==> src/rtl/conv_window_gen.sv <==
// conv_window_gen: line-buffered sliding-window generator for a streaming conv layer.
// Takes an IN_DIM x IN_DIM raster pixel stream and emits every valid K_DIM x K_DIM
// window, tagged with its output coordinate, one window per output handshake.
// Ports:
//   clk, rst          clock (rising edge), asynchronous active-low reset
//   s_valid/s_ready   input pixel handshake; s_ready = !m_valid || m_ready
//   s_data            signed pixel, raster order (row-major, column fastest)
//   m_valid/m_ready   window handshake
//   m_window          element (k,l) at [(k*K_DIM+l)*DATA_W +: DATA_W]
//   m_row, m_col      top-left input coordinate of the window
//   m_last            marks the final window of the frame
//   frame_done        one-cycle pulse the cycle after the final window is accepted
module conv_window_gen #(
    parameter int unsigned IN_DIM = 28,
    parameter int unsigned K_DIM  = 5,
    parameter int unsigned DATA_W = 8
) (
    input  logic                          clk,
    input  logic                          rst,
    input  logic                          s_valid,
    output logic                          s_ready,
    input  logic [DATA_W-1:0]             s_data,
    output logic                          m_valid,
    input  logic                          m_ready,
    output logic [K_DIM*K_DIM*DATA_W-1:0] m_window,
    output logic [$clog2(IN_DIM)-1:0]     m_row,
    output logic [$clog2(IN_DIM)-1:0]     m_col,
    output logic                          m_last,
    output logic                          frame_done
);

    localparam int unsigned CW    = $clog2(IN_DIM);
    localparam int unsigned WIN_W = K_DIM * K_DIM * DATA_W;
    localparam logic [CW-1:0] LAST_IDX = CW'(IN_DIM - 1);
    localparam logic [CW-1:0] EDGE_IDX = CW'(K_DIM - 1);

    // Position of the next pixel to be accepted
    logic [CW-1:0]     r_in_row;
    logic [CW-1:0]     r_in_col;

    // Previous K_DIM-1 rows; r_lb[0] is the oldest row, r_lb[K_DIM-2] the newest
    logic [DATA_W-1:0] r_lb  [K_DIM-1][IN_DIM];
    // Sliding window; column K_DIM-1 holds the most recently accepted column
    logic [DATA_W-1:0] r_win [K_DIM][K_DIM];

    logic              r_m_valid;
    logic [WIN_W-1:0]  r_m_window;
    logic [CW-1:0]     r_m_row;
    logic [CW-1:0]     r_m_col;
    logic              r_m_last;
    logic              r_frame_done;

    logic              w_s_acc;
    logic              w_m_acc;
    logic              w_produce;
    logic              w_frame_end;
    logic [DATA_W-1:0] w_col     [K_DIM];
    logic [DATA_W-1:0] w_win_nxt [K_DIM][K_DIM];
    logic [WIN_W-1:0]  w_win_flat;

    assign s_ready    = !r_m_valid || m_ready;
    assign w_s_acc    = s_valid && s_ready;
    assign w_m_acc    = r_m_valid && m_ready;
    // Only pixels at or beyond the kernel edge in both dimensions complete a window
    assign w_produce  = w_s_acc && (r_in_row >= EDGE_IDX) && (r_in_col >= EDGE_IDX);
    assign w_frame_end = (r_in_row == LAST_IDX) && (r_in_col == LAST_IDX);

    assign m_valid    = r_m_valid;
    assign m_window   = r_m_window;
    assign m_row      = r_m_row;
    assign m_col      = r_m_col;
    assign m_last     = r_m_last;
    assign frame_done = r_frame_done;

    // Window as it will look after the current pixel's column is shifted in
    always_comb begin
        w_win_flat = '0;
        for (int k = 0; k < int'(K_DIM); k++) begin
            if (k == int'(K_DIM) - 1) begin
                w_col[k] = s_data;
            end else begin
                w_col[k] = r_lb[k][r_in_col];
            end
        end
        for (int k = 0; k < int'(K_DIM); k++) begin
            for (int l = 0; l < int'(K_DIM) - 1; l++) begin
                w_win_nxt[k][l] = r_win[k][l+1];
            end
            w_win_nxt[k][K_DIM-1] = w_col[k];
        end
        for (int k = 0; k < int'(K_DIM); k++) begin
            for (int l = 0; l < int'(K_DIM); l++) begin
                w_win_flat[(k*int'(K_DIM)+l)*int'(DATA_W) +: DATA_W] = w_win_nxt[k][l];
            end
        end
    end

    // Line buffer column shift and window shift; contents are only ever read once valid
    always_ff @(posedge clk) begin
        if (w_s_acc) begin
            for (int j = 0; j < int'(K_DIM) - 2; j++) begin
                r_lb[j][r_in_col] <= r_lb[j+1][r_in_col];
            end
            r_lb[K_DIM-2][r_in_col] <= s_data;
            r_win <= w_win_nxt;
        end
    end

    // Raster position counters
    always_ff @(posedge clk or negedge rst) begin
        if (!rst) begin
            r_in_row <= '0;
            r_in_col <= '0;
        end else if (w_s_acc) begin
            if (r_in_col == LAST_IDX) begin
                r_in_col <= '0;
                r_in_row <= (r_in_row == LAST_IDX) ? '0 : r_in_row + CW'(1);
            end else begin
                r_in_col <= r_in_col + CW'(1);
            end
        end
    end

    // Output register: reload on a producing pixel, otherwise drain on accept
    always_ff @(posedge clk or negedge rst) begin
        if (!rst) begin
            r_m_valid    <= 1'b0;
            r_m_window   <= '0;
            r_m_row      <= '0;
            r_m_col      <= '0;
            r_m_last     <= 1'b0;
            r_frame_done <= 1'b0;
        end else begin
            r_frame_done <= w_m_acc && r_m_last;
            if (w_produce) begin
                r_m_valid  <= 1'b1;
                r_m_window <= w_win_flat;
                r_m_row    <= r_in_row - EDGE_IDX;
                r_m_col    <= r_in_col - EDGE_IDX;
                r_m_last   <= w_frame_end;
            end else if (w_m_acc) begin
                r_m_valid  <= 1'b0;
                r_m_last   <= 1'b0;
            end
        end
    end

endmodule
==> config.mk <==
export PLATFORM = sky130hd
export DESIGN_NAME = conv_window_gen
export DESIGN_NICKNAME = d
export VERILOG_FILES = /design/src/rtl/conv_window_gen.sv
export SDC_FILE = /design/constraint.sdc
export NUM_CORES = 1
export LEC_CHECK = 0
export CORE_MARGIN = 2
export CORE_UTILIZATION = 37
export DETAILED_ROUTE_END_ITERATION = 8
export PLACE_DENSITY = 0.53
export SETUP_SLACK_MARGIN = 0.02
export SLEW_MARGIN = 10
export SYNTH_ARGS = -nofsm -noshare
export SYNTH_HDL_FRONTEND = slang
export SYNTH_SLANG_ARGS = --single-unit
==> constraint.sdc <==
create_clock -name clk -period 14.95 [get_ports clk]
set_input_delay 2.2425 -clock clk [delete_from_list [all_inputs] [get_ports clk]]
set_output_delay 2.2425 -clock clk [all_outputs]
set_load 0.02 [all_outputs]
==> results.cfg <==
[clock_tree]
ctsRootBufferMaster = clkbuf_16
cts_buffer_depth = 3
postCtsHoldBufs = 0
cts_buffers = 133
h-tree-depth = 4
post_cts_buffers = 0
cts_sinks = 1279
cts_tree = yes
clk_pin_slew_ns = 0.06
post_cts_resized = 0
clock_latency_ns = 0.76

[timing]
relSlewSlack = 0.1191
final.setup.tns_ns = 0
period_share = 0.3860
hold_viol_final = 0
fmax_ghz = 0.1733
skew_ns = 0.02590
setup_viol = 0
drv_slew = 0
worst_pin_slew_ns = 1.309
finalCriticalPeriod_ns = 5.771
grt_setup_unrepaired = false
setup_ws_ns = 9.179

[drt]
wl_per_cell_um = 27.81
drtAntennaViolNets = 0
via_count = 24210
postRouteWirelength_mm = 125.6
drt_iter0_markers = 2510
remaining_drc_errors = 0
drt_first_pass_iters = 5
via_per_inst = 5.358

[final_layout]
fin_nets = 2770
instances_no_fill = 4518
drive_above_1_share = 0.1868
area_growth_pct = 18.13
utilization = 0.4404

[yosys]
yosysTopAreaCellShare = 0.6669
seq_area_frac_synth = 0.7843
yosysWarnings = 0
synth_ff_type = edfxtp_1
syn_inst = 2474
synthArstFlopShare = 0.1744
yosysTopAreaCell = edfxtp_1
syn_area_um2 = 47550
syn_nets = 2500
synth_cell_types = 42
synth_edf_count = 1056
avgSynthCellArea_um2 = 19.22
synthTopCellsByArea = edfxtp_1 67%, dfrtp_1 12%, mux2i_1 7.8%
synth-seq-cells = 1279

[grt]
antenna_found_initial = 9
grt_pass1_vias = 24250
grt_usage = 0.1895
grt_overflow = 0
grt_pass1_wl_mm = 177.7
grt_max_degree = 126

[power]
power.density_nw_per_um2 = 196.2
total_power_w = 0.01102
leakagePower_nw = 20.13
ir_drop_mv = 0.1955

[worst_hold_path]
min-delay-path-class = flop to flop

[floorplan]
row_count = 131
coreArea_um2 = 127500
initial_core_util = 0.3728
num_io_pins = 226
die_height_um = 362.5
die_area_um2 = 131400
die_w_um = 362.5

[setup_path]
crit_path_end_kind = primary output
cp_max_fo = 4
required_ns = 12.71
worstSetupPathType = primary input to primary output
arrival_ns = 3.53
crit_path_start_kind = primary input

[place]
dp_slack_ns = 8.695
dp_hpwl_mm = 77.01
dp.cells = 4271
portBuffers = 225
gp_congestion = 0.8647

[outcome]
status = complete, no violations

[job]
cap_violations = 0
Yosys cell counts, types with 3 or more instances:
library cell and instances:
a211oi_1 13, a22oi_1 33, and3_1 3, buf_1 3, buf_2 75, buf_4 21
buf_6 3, clkbuf_1 27, dfrtp_1 223, edfxtp_1 1056, ha_1 14, inv_1 9
mux2_1 7, mux2_2 194, mux2i_1 371, mux4_2 38, nand2_1 55, nand2b_1 5
nand3_1 43, nand4_1 3, nand4b_1 3, nand4bb_1 5, nor2_1 34, nor2b_1 3
nor3_1 7, nor4_1 29, o21ai_0 20, o22ai_1 153, or3_1 3, or4b_1 3
critical path: stages:
cell             delay, ns
clkdlybuf4s50_1       0.48
nand2b_1              0.18
clkdlybuf4s50_1       0.62
cells in the final DEF, fill, tap and decap left out, drive strengths merged, types with 34 or more instances in the layout:
master         count
nand2             55
clkdlybuf4s50    220
mux2             201
o22ai            153
clkbuf           180
dfrtp            223
mux4              38
nor2              34
nand3             43
clkinv            43
mux2i            371
buf               44
edfxtp          1056
cell families after synthesis:
family	after synthesis	share of synthesized area
AO/OA/AOI/OAI	230	0.03142
XOR/XNOR	2	0.0003685
adder cells (fa/ha/maj)	14	0.003684
buffers and inverters	138	0.01500
flip-flops	1279	0.7843
multiplexers	610	0.1437
AND/OR/NAND/NOR	201	0.02150
final timing paths:
kind                             start            end  slack, ns  cells after the start
min in group asynchronous          rst  m_window[163]       1.56                      1
hold reg to reg              r_win[56]      r_win[64]       0.43                      0
setup / recovery               m_ready        s_ready       9.18                      3
hold / removal               r_win[56]      r_win[64]       0.43                      0
setup reg to reg           r_in_col[1]   m_window[77]       9.47                      8
max in group asynchronous          rst   m_window[47]      11.96                      2
layer usage:
layer	vias to the layer above	track usage	wire [um]
met4	2	0.07078	4182
li1	10400	-	-
met5	-	0	13
met3	192	0.03440	7884
met2	841	0.3108	61220
met1	12780	0.2519	52340
area by class of cell:
| class | instances | area [um2] |
|---|---|---|
| repair buffers | 264 | 2555 |
| multi-input cells | 1057 | 9871 |
| diodes | 2 | 5.005 |
| fillers | 11020 | 71350 |
| well taps | 1662 | 2079 |
| flip-flops and latches | 1279 | 37300 |
| clock buffers | 180 | 3670 |
| clock inverters | 65 | 645.6 |
| inverters | 9 | 41.29 |
power breakdown:
group / leakage [nW] / internal [W] / switching (W) / total [W]
Clock: 2.11 / 0.00190 / 0.00136 / 0.00327
Sequential: 12.8 / 0.00490 / 0.0000954 / 0.00500
Combinational: 5.26 / 0.000562 / 0.00219 / 0.00275
stage by stage:
stage                     instance area [um2]  hold slack, ns
after CTS                               56160          0.4401
after global routing                    56160          0.4479
after detailed placement                51840          0.4300
final                                   56170          0.4348
after floorplan                         47550          0.4187
after global placement                  51840          0.4248
registers in the layout, summed over array words and instances, names as in the netlist:
signal	flops
m_last	1
r_in_col	5
r_lb	896
r_win	160
r_in_row	5
frame_done	1
m_row	5
m_valid	1
m_col	5
m_window	200
Power figures use the tool's default switching activity.
